$ cat src/rtl/shift_seq_pkg.sv
// shift_seq_pkg
// Shared definitions for the shift-register step sequencer:
//   seq_state_t     - sequencer FSM state (IDLE: manual steps, AUTO: timed steps)
//   STEP_COUNT_W    - width of the issued-step counter
//   STEP_COUNT_MAX  - saturation value of that counter
//   sat_inc()       - saturating increment used by the counter
package shift_seq_pkg;

  typedef enum logic [0:0] {
    IDLE = 1'b0,
    AUTO = 1'b1
  } seq_state_t;

  localparam int STEP_COUNT_W = 16;
  localparam logic [STEP_COUNT_W-1:0] STEP_COUNT_MAX = 16'hFFFF;

  function automatic logic [STEP_COUNT_W-1:0] sat_inc(input logic [STEP_COUNT_W-1:0] v);
    return (v == STEP_COUNT_MAX) ? v : v + STEP_COUNT_W'(1);
  endfunction

endpackage

$ cat src/rtl/shift_step_sequencer_if.sv
// shift_step_sequencer_if
// Per-cycle control bundle from the sequencer to the 8-bit rotating shift register.
//   step_en     - one-cycle update strobe
//   par_load    - with step_en: 1 = parallel load, 0 = shift/rotate
//   rot_right   - with step_en: rotate direction (1 = right)
//   asr         - with step_en: arithmetic shift right (MSB replicated)
//   auto_active - sequencer is in timed (AUTO) mode
//   step_count  - number of shift steps issued (0 when counting is not built)
//   state_dbg   - current sequencer FSM state, for observation only
// Qualifier semantics: there is no back-pressure. step_en is the only valid
// strobe; the register must act in every cycle step_en is high, and
// par_load/rot_right/asr are meaningful only in those cycles (forced 0 otherwise).
// modport master: the sequencer (drives); modport slave: the register (observes).
interface shift_step_sequencer_if;
  import shift_seq_pkg::*;

  logic                    step_en;
  logic                    par_load;
  logic                    rot_right;
  logic                    asr;
  logic                    auto_active;
  logic [STEP_COUNT_W-1:0] step_count;
  seq_state_t              state_dbg;

  modport master (
    output step_en, par_load, rot_right, asr, auto_active, step_count, state_dbg
  );

  modport slave (
    input step_en, par_load, rot_right, asr, auto_active, step_count, state_dbg
  );

endinterface

$ cat src/rtl/btn_conditioner.sv
// btn_conditioner
// Cleans one raw push-button: 2-flop synchroniser, debounce, rising-edge pulse.
//   clk, reset  - system clock, synchronous active-high reset
//   btn_raw     - asynchronous raw button level
//   press       - registered one-cycle pulse when the accepted level rises
// Parameter DEBOUNCE_CYCLES (>=1): consecutive cycles the synchronised value
// must differ from the accepted level before the accepted level follows it.
module btn_conditioner #(
  parameter int DEBOUNCE_CYCLES = 16
) (
  input  logic clk,
  input  logic reset,
  input  logic btn_raw,
  output logic press
);

  localparam int CNT_W = $clog2(DEBOUNCE_CYCLES + 1);
  localparam logic [CNT_W-1:0] CNT_LAST = CNT_W'(DEBOUNCE_CYCLES - 1);

  logic             sync_1;
  logic             sync_2;
  logic             level;
  logic [CNT_W-1:0] cnt;

  always_ff @(posedge clk) begin
    if (reset) begin
      sync_1 <= 1'b0;
      sync_2 <= 1'b0;
      level  <= 1'b0;
      cnt    <= '0;
      press  <= 1'b0;
    end else begin
      sync_1 <= btn_raw;
      sync_2 <= sync_1;
      press  <= 1'b0;
      if (sync_2 != level) begin
        // The Nth consecutive differing sample flips the level; the pulse
        // is raised in the same edge so it lines up with the new level.
        if (cnt == CNT_LAST) begin
          level <= sync_2;
          cnt   <= '0;
          press <= sync_2;
        end else begin
          cnt <= cnt + CNT_W'(1);
        end
      end else begin
        cnt <= '0;
      end
    end
  end

endmodule

$ cat src/rtl/shift_step_sequencer.sv
// shift_step_sequencer
// Control front-end for the 8-bit rotating shift register. Conditions the
// three raw buttons and issues one clean registered step per press (IDLE) or
// one step every max(period,1) cycles (AUTO).
//   clk, reset           - system clock, synchronous active-high reset
//   btn_load/step/auto   - raw asynchronous buttons
//   dir_right, asr_sel   - quasi-static switches, sampled when a step is decided
//   period               - AUTO step interval in cycles (0 behaves as 1)
//   ctl                  - master side of shift_step_sequencer_if (all registered)
// Optional feature macro SEQ_STEP_COUNT_EN: when defined, ctl.step_count counts
// shift steps (saturating, cleared by loads); otherwise it is tied to zero.
module shift_step_sequencer
  import shift_seq_pkg::*;
#(
  parameter int DEBOUNCE_CYCLES = 16,
  parameter int PERIOD_W        = 24
) (
  input  logic                clk,
  input  logic                reset,
  input  logic                btn_load,
  input  logic                btn_step,
  input  logic                btn_auto,
  input  logic                dir_right,
  input  logic                asr_sel,
  input  logic [PERIOD_W-1:0] period,
  shift_step_sequencer_if.master ctl
);

  logic press_load;
  logic press_step;
  logic press_auto;

  btn_conditioner #(.DEBOUNCE_CYCLES(DEBOUNCE_CYCLES)) u_cond_load (
    .clk(clk), .reset(reset), .btn_raw(btn_load), .press(press_load)
  );

  btn_conditioner #(.DEBOUNCE_CYCLES(DEBOUNCE_CYCLES)) u_cond_step (
    .clk(clk), .reset(reset), .btn_raw(btn_step), .press(press_step)
  );

  btn_conditioner #(.DEBOUNCE_CYCLES(DEBOUNCE_CYCLES)) u_cond_auto (
    .clk(clk), .reset(reset), .btn_raw(btn_auto), .press(press_auto)
  );

  seq_state_t          state_q, state_d;
  logic [PERIOD_W-1:0] timer_q, timer_d;
  logic [PERIOD_W-1:0] term_last;
  logic                step_d;
  logic                load_d;

  logic step_en_q, par_load_q, rot_right_q, asr_q;

  // Terminal timer value; a zero period behaves as a period of one.
  assign term_last = (period == '0) ? '0 : period - PERIOD_W'(1);

  always_ff @(posedge clk) begin
    if (reset) begin
      state_q <= IDLE;
      timer_q <= '0;
    end else begin
      state_q <= state_d;
      timer_q <= timer_d;
    end
  end

  // Arbitration order: load press, then auto toggle, then timer/step press.
  // Losing presses are dropped in that cycle.
  always_comb begin
    state_d = state_q;
    timer_d = timer_q;
    step_d  = 1'b0;
    load_d  = 1'b0;
    case (state_q)
      IDLE: begin
        if (press_load) begin
          step_d = 1'b1;
          load_d = 1'b1;
        end else if (press_auto) begin
          state_d = AUTO;
          timer_d = '0;
        end else if (press_step) begin
          step_d = 1'b1;
        end
      end
      AUTO: begin
        if (press_load) begin
          step_d  = 1'b1;
          load_d  = 1'b1;
          timer_d = '0;
        end else if (press_auto) begin
          state_d = IDLE;
          timer_d = '0;
        end else if (timer_q >= term_last) begin
          // '>=' so a period shrunk below the running timer wraps at once.
          step_d  = 1'b1;
          timer_d = '0;
        end else begin
          timer_d = timer_q + PERIOD_W'(1);
        end
      end
      default: begin
        state_d = IDLE;
        timer_d = '0;
      end
    endcase
  end

  always_ff @(posedge clk) begin
    if (reset) begin
      step_en_q   <= 1'b0;
      par_load_q  <= 1'b0;
      rot_right_q <= 1'b0;
      asr_q       <= 1'b0;
    end else begin
      step_en_q   <= step_d;
      par_load_q  <= step_d & load_d;
      rot_right_q <= step_d & dir_right;
      asr_q       <= step_d & dir_right & asr_sel;
    end
  end

  assign ctl.step_en     = step_en_q;
  assign ctl.par_load    = par_load_q;
  assign ctl.rot_right   = rot_right_q;
  assign ctl.asr         = asr_q;
  assign ctl.auto_active = (state_q == AUTO);
  assign ctl.state_dbg   = state_q;

`ifdef SEQ_STEP_COUNT_EN
  logic [STEP_COUNT_W-1:0] count_q;

  always_ff @(posedge clk) begin
    if (reset) begin
      count_q <= '0;
    end else if (step_d && load_d) begin
      count_q <= '0;
    end else if (step_d) begin
      count_q <= sat_inc(count_q);
    end
  end

  assign ctl.step_count = count_q;
`else
  assign ctl.step_count = '0;
`endif

endmodule

$ cat src/flat_wrapper.sv
// flat-port wrapper written by rule: the top's interface ports become plain ports
module shift_step_sequencer_flat import shift_seq_pkg::*;
#(
  parameter int DEBOUNCE_CYCLES = 16,
  parameter int PERIOD_W        = 24
)
  (clk, reset, btn_load, btn_step, btn_auto, dir_right, asr_sel, period, ctl_step_en, ctl_par_load, ctl_rot_right, ctl_asr, ctl_auto_active, ctl_step_count, ctl_state_dbg);
  shift_step_sequencer_if ctl_i ();
  input  logic clk;
  input  logic reset;
  input  logic btn_load;
  input  logic btn_step;
  input  logic btn_auto;
  input  logic dir_right;
  input  logic asr_sel;
  input  logic [PERIOD_W-1:0] period;
  output wire logic [$bits(ctl_i.step_en)-1:0] ctl_step_en;
  output wire logic [$bits(ctl_i.par_load)-1:0] ctl_par_load;
  output wire logic [$bits(ctl_i.rot_right)-1:0] ctl_rot_right;
  output wire logic [$bits(ctl_i.asr)-1:0] ctl_asr;
  output wire logic [$bits(ctl_i.auto_active)-1:0] ctl_auto_active;
  output wire logic [$bits(ctl_i.step_count)-1:0] ctl_step_count;
  output wire logic [$bits(ctl_i.state_dbg)-1:0] ctl_state_dbg;
  assign ctl_step_en = ctl_i.step_en;
  assign ctl_par_load = ctl_i.par_load;
  assign ctl_rot_right = ctl_i.rot_right;
  assign ctl_asr = ctl_i.asr;
  assign ctl_auto_active = ctl_i.auto_active;
  assign ctl_step_count = ctl_i.step_count;
  assign ctl_state_dbg = ctl_i.state_dbg;
  shift_step_sequencer #(.DEBOUNCE_CYCLES(DEBOUNCE_CYCLES), .PERIOD_W(PERIOD_W)) u_core (.clk(clk), .reset(reset), .btn_load(btn_load), .btn_step(btn_step), .btn_auto(btn_auto), .dir_right(dir_right), .asr_sel(asr_sel), .period(period), .ctl(ctl_i));
endmodule
$ cat config.mk
export PLATFORM = sky130hd
export DESIGN_NAME = shift_step_sequencer_flat
export DESIGN_NICKNAME = d
export VERILOG_FILES = /design/src/rtl/shift_seq_pkg.sv /design/src/rtl/shift_step_sequencer_if.sv /design/src/rtl/btn_conditioner.sv /design/src/rtl/shift_step_sequencer.sv /design/src/flat_wrapper.sv
export SDC_FILE = /design/constraint.sdc
export NUM_CORES = 1
export LEC_CHECK = 0
export CAP_MARGIN = 30
export CORE_MARGIN = 4
export CORE_UTILIZATION = 43
export DETAILED_ROUTE_END_ITERATION = 7
export PLACE_DENSITY = 0.75
export SYNTH_ARGS = -nofsm -noshare
export SYNTH_HDL_FRONTEND = slang
export SYNTH_SLANG_ARGS = --single-unit
export TNS_END_PERCENT = 30
$ cat constraint.sdc
create_clock -name clk -period 4 [get_ports clk]
set_input_delay 0.8 -clock clk [delete_from_list [all_inputs] [get_ports clk]]
set_output_delay 0.8 -clock clk [all_outputs]
set_load 0.01 [all_outputs]
* Word level (Yosys, flattened, before mapping)
Index checks and enable logic that the tools add are counted.
** Word-level totals
- Bits in registers :: 56
- Input bits :: 31
- Output and inout bits :: 22
- Logic and storage cells :: 76
** Cells by class
- Add/sub/neg operators :: 5
- Magnitude comparators :: 1
- Equal/unequal tests :: 8
- Mux-type cells :: 20
- Bitwise gates (word level) :: 10
- Reductions and logical operators :: 11
** Operators with widths (count)
- 24-bit two-way mux :: 6
- 24-bit case mux with 2 select lines :: 1
- 24-bit by 1-bit adder with 24-bit output (second input constant) :: 1
- 24-bit >= comparator :: 1
- 24-bit zero test :: 1
- 24-bit by 1-bit subtractor with 24-bit output (second input constant) :: 1
- 3-bit OR reduction :: 6
- 5-bit by 1-bit adder with 5-bit output (second input constant) :: 3
- 5-bit by 4-bit equality test with 1-bit output (second input constant) :: 3
- 1-bit two-way mux :: 11
- 2-bit AND reduction :: 4
- 1-bit NOT :: 7
- 2-bit != test (second input constant) :: 2
- 1-bit case mux with 2 select lines :: 2
- 1-bit bitwise AND :: 3
- 1-bit != test :: 3

* Longest topological paths before layout
- Depth after elaboration :: 9
- Mapped depth :: 16

* Modules after synthesis
Synthesis repeated with hierarchy kept, for this count alone.
** Unflattened totals
- Cells, all modules :: 424
- Area total of the unflattened synthesis :: 3594.7 um^2
** By module, submodules not included
- shift_step_sequencer :: instances 1, cells an instance 337, area an instance 2637.5 um^2
- btn_conditioner :: instances 3, cells an instance 29, area an instance 319.1 um^2

* Worst setup path after synthesis
OpenSTA, ideal clock, no wires.
- Kind :: input -> register
- From :: input port period[5]
- To :: register u_core.timer_q[21]
- Library setup time :: 0.062 ns
- Arrival time :: 4.060 ns
- Required time :: 3.938 ns
- Slack :: -0.123 ns
- Stages :: 16
- Buffers on the path :: 1
- Cells stage by stage :: or4_4 > nor3_4 > and3_2 > nand2_1 > nor3_1 > xor2_1 > nand2_1 > ha_1 > a21o_1 > a21o_1 > a22oi_1 > nand4_1 > nor4_4 > buf_4 > nand3_1 > nand3_1
** On the way
- Longest elaborated chain between the ends :: 7
** RTL lines
- from (decl) :: RTL line flat_wrapper.sv:16 : input logic [PERIOD_W-1:0] period;
- 24-bit by 1-bit subtractor with 24-bit output / 24-bit zero test (equally long branches) :: RTL line shift_step_sequencer.sv:54 : assign term_last = (period == '0) ? '0 : period - PERIOD_W'(1);
- 24-bit two-way mux (*) :: RTL line shift_step_sequencer.sv:54
- 24-bit >= comparator (*) :: RTL line shift_step_sequencer.sv:93 : end else if (timer_q >= term_last) begin
- 24-bit two-way mux (*) :: RTL line shift_step_sequencer.sv:93
- 24-bit two-way mux (*) :: RTL line shift_step_sequencer.sv:90 : end else if (press_auto) begin
- 24-bit two-way mux (*) :: RTL line shift_step_sequencer.sv:86 : if (press_load) begin
- 24-bit case mux with 2 select lines (*) :: RTL line shift_step_sequencer.sv:73 : case (state_q)
- to (signal assigned) :: RTL line shift_step_sequencer.sv:62 : timer_q <= timer_d;
- to (decl) :: RTL line shift_step_sequencer.sv:46 : logic [PERIOD_W-1:0] timer_q, timer_d;
Mark *: on every way between the ends. The rest lies on a longest branch, timed or not.
A chain may end at the register's enable or synchronous reset.

* Worst setup path in the final report
- From :: input port period[3]
- To :: register u_core.timer_q[13]
The elaborated chain is that of the path after synthesis.

==> flow_summary.toml <==
[drt]
detail_route.vias_per_cell = 5.26
final_routed_drc_violation_total = 0
drt_first_iter_violations = 194
routed-via-count = 3387
routed_wirelength_mm = 8.51
ant_nets = 0
routedWlPerCell_um = 13.2
drt_pass1_iterations = 4

[timing]
timing.max_slew.rel_slack = 0.463
rsz0062_at_grt = "true"
timing_hold_violations_final = 0
finalClockSkew_ps = 13.3
final_max_slew_viol_count = 0
fin_crit_sh = 0.987
worst-slew-pin-transition_ps = 802
clock.fmax_mhz = 253
timing.final.setup_violations = 0
period_minus_slack_ps = 3950

[layout]
finalCoreUtilization = 0.614
area_delta_synth_final_pct = 37.0
stdcell_area_um2 = 4820
share_of_cells_above_drive_strength_1 = 0.245
antenna_cells_inserted = 0
final_cells = 644
final_net_count = 605

[clocking]
clock_pin_transition_on_the_worst_setup_and_hold_timing_paths_ps = 110
clock_tree.root_cell = "sky130_fd_sc_hd__clkbuf_8"
worstSkewPairLatency_ps = 310
clock_sinks = 56
clock_path_buffers = 2
h-tree-depth = 2
tritoncts = "done"
cts_made_buffers = 5

[power]
power.sequential.fraction = 0.557
power_density_nw_per_um2 = 210
switchingPower_mw = 0.253
power_report.internal_total_mw = 0.758
irDropWorstVdd_v = 0.000182
clock_power_share = 0.305
power_frac_comb = 0.138
power.share.switching = 0.250
static-leakage-power_nw = 2.04

[synthesis]
muxShareOfSynthArea = 0.0142
synth-compound-area-share = 0.0701
netlist_area_before_placement_um2 = 3520
part_of_the_yosys_area_used_for_sequential_elements = 0.319
synth_simple_gate_area_share = 0.330
yosys_warnings = 0
synth_largest_area_cell = "sky130_fd_sc_hd__dfxtp_1"
netlist_instances = 439
post_synth_edffs = 0
cell_types_occupying_the_most_area_after_synthesis = "sky130_fd_sc_hd__dfxtp_1 32%, sky130_fd_sc_hd__ha_1 12%, sky130_fd_sc_hd__nand2_1 7.0%"
ys_top_cells_by_count = "66 x sky130_fd_sc_hd__nand2_1, 57 x sky130_fd_sc_hd__nor2_1, 56 x sky130_fd_sc_hd__dfxtp_1"
synth.top_cell.area_share = 0.319
yosys.area_share.adder = 0.117
synth_flop_cell = "sky130_fd_sc_hd__dfxtp_1"
synth_xor_xnor_area_share = 0.0896
synth_seq_cells = 56
synthArstFlopShare = 0
yosys.cell_count.top_type = "sky130_fd_sc_hd__nand2_1"
synth_top_family_by_area = "simple AND/OR/NAND/NOR gates"
synth.distinct_cells = 49
synth.avg_cell_area_um2 = 8.01

[floorplan]
floorplan.initialDensity = 0.448
coreArea_um2 = 7850
die_w_um = 98.4
io_pins = 53
die_area_um2 = 9690
placement_rows = 32
fp.dieH_um = 98.4

[global_route]
grt_pass1_vias = 3222
global_route.usage.total = 0.163
grt.met1_usage = 0.194
grt_met2_use = 0.292
grt_first_pass_wirelength_mm = 13.5
busiest_layer = "met2"
pin_count_of_the_biggest_net_entering_global_routing = 30
antenna_found_initial = 0
globalRouteMet3Util = 0.0311
globalRoute.totalOverflow = 0

[placed_design]
dp.final_hpwl_mm = 6.02
port_buffers = 36
placed_cells_incl_taps = 616
routabilityCongestion = 0.873
placed_cell_area_um2 = 4270

[critical_path]
worst-path-buf-inv = 6
kind_of_cell_adding_the_most_delay_to_the_critical_path = "simple AND/OR/NAND/NOR gates"
slowest_cell_on_the_critical_path = "sky130_fd_sc_hd__or4_4"
worstSetupStartpointType = "input pin"
cp_data_required_time_ps = 4210
crit_path_end_kind = "register"
critPathArrivalTime_ps = 4160
critical-path-max-stage-delay_ps = 550
worstPathCellList = "buf_6 -> or4_4 -> nor3_4 -> buf_6 -> buf_6 -> nand3_4 -> nor3b_2 -> xor2_1 -> nand2_1 -> ha_2 -> nand4_1 -> buf_4 -> nor3_2 -> nand2_1 -> nand4_1 -> buf_4 -> nor4_4 -> buf_4 -> a221o_1"
worstPathMaxFanout = 5
setup.worst_path.class = "input pin to register"

[hold_path]
holdCritPathClass = "register to register"

[status]
outcome = "completed"

[flow_run]
maxCapViolations = 0
[logic make-up after synthesis]
kind of cell	after synthesis
AO/OA/AOI/OAI	40
XOR/XNOR	36
adder cells (fa/ha/maj)	33
buffers and inverters	37
flip-flops	56
multiplexers	5
other	1
AND/OR/NAND/NOR	231
[through the flow]
| stage | setup TNS [ps] | power, mW | worst slack, ps | hold WS (ps) |
|---|---|---|---|---|
| final | 0 | 1.01 | 50.8 | 447 |
| after detailed placement | -14520 | 0.700 | -599 | 431 |
| after floorplan | -1270 | 0.640 | -106 | 414 |
| after CTS | 0 | 1.01 | 1.98 | 455 |
| after global routing | -3050 | 1.06 | -204 | 471 |
| after global placement | -12490 | 0.697 | -555 | 416 |
[sequential cells by signal (all words and copies together) (netlist names)]
| signal | cells |
|---|---|
| u_core.ctl.asr | 1 |
| u_core.u_cond_step.cnt | 5 |
| u_core.ctl.auto_active | 1 |
| u_core.u_cond_auto.sync_2 | 1 |
| u_core.u_cond_step.press | 1 |
| u_core.ctl.step_en | 1 |
| u_core.u_cond_load.press | 1 |
| u_core.u_cond_load.cnt | 5 |
| u_core.u_cond_auto.press | 1 |
| u_core.timer_q | 24 |
| u_core.u_cond_step.level | 1 |
| u_core.u_cond_auto.cnt | 5 |
| u_core.u_cond_step.sync_2 | 1 |
| u_core.u_cond_step.sync_1 | 1 |
| u_core.u_cond_load.sync_2 | 1 |
| u_core.ctl.rot_right | 1 |
| u_core.u_cond_auto.sync_1 | 1 |
| u_core.ctl.par_load | 1 |
| u_core.u_cond_load.sync_1 | 1 |
| u_core.u_cond_load.level | 1 |
| u_core.u_cond_auto.level | 1 |
[layout by cell type (no fill, tap or decap), drive strengths merged, types with 3 or more instances in the layout]
master         synthesis  final
and2                   3      3
dfxtp                 56     56
nor3                  20     20
or3                    6      6
nand2                 67     67
nor4                   6      6
a21oi                 12     12
xnor2                 17     17
a31oi                  5      5
nor2b                 10     10
buf                   19     72
dlymetal6s2s           0      4
nor4bb                 3      3
nand4                 11     11
ha                    33     33
and3                   9      9
clkbuf                 6      7
xor2                  19     19
inv                   12     12
nand3                 28     28
o21ai                 10     10
clkdlybuf4s50          0     26
nand3b                 3      3
mux2i                  5      5
conb                   1     16
nor2                  57     57
[metal layers]
metal | share of wire | routed length (um)
met2 | 0.52 | 4420
met3 | 0.041 | 347
met1 | 0.42 | 3530
met5 | 0 | 0
met4 | 0.025 | 212
[path summary, 6_finish.rpt]
path                             start                   endpoint  slack (ps)  depth (start not counted)
max                          period[3]         u_core.timer_q[13]          50                         19
min reg2reg  u_core.u_cond_load.sync_1  u_core.u_cond_load.sync_2         450                          1
min          u_core.u_cond_load.sync_1  u_core.u_cond_load.sync_2         450                          1
max reg2reg         u_core.timer_q[21]         u_core.timer_q[15]        1620                         10
[power groups by stage]
stage	sequential (mW)	clock, mW	combinational [mW]
6_report	0.563	0.309	0.139
3_3_place_gp	0.576	0	0.121
2_1_floorplan	0.575	0	0.0644
3_5_place_dp	0.576	0	0.124
4_1_cts	0.563	0.319	0.127
5_1_grt	0.563	0.340	0.153
[final cells by class]
class                           instances  area [um^2]
Fill cell                             647         3030
Multi-Input combinational cell        361         2530
Sequential cell                        56         1120
Timing Repair Buffer                  105          908
Tap cell                              102          128
Clock buffer                            6         72.6
Inverter                               12         45.0
Clock inverter                          2         16.3
[repair_timing]
action | CTS | global route
endpoints found under the hold margin | 0 | 0
setup endpoints to repair | 27 | 27
resized for setup | 42 | 47
buffers inserted | 15 | 6
pin swaps | 29 | 49
cloned | 1 | 0
hold buffers | 0 | 0
(Power assumes the default switching activity.)
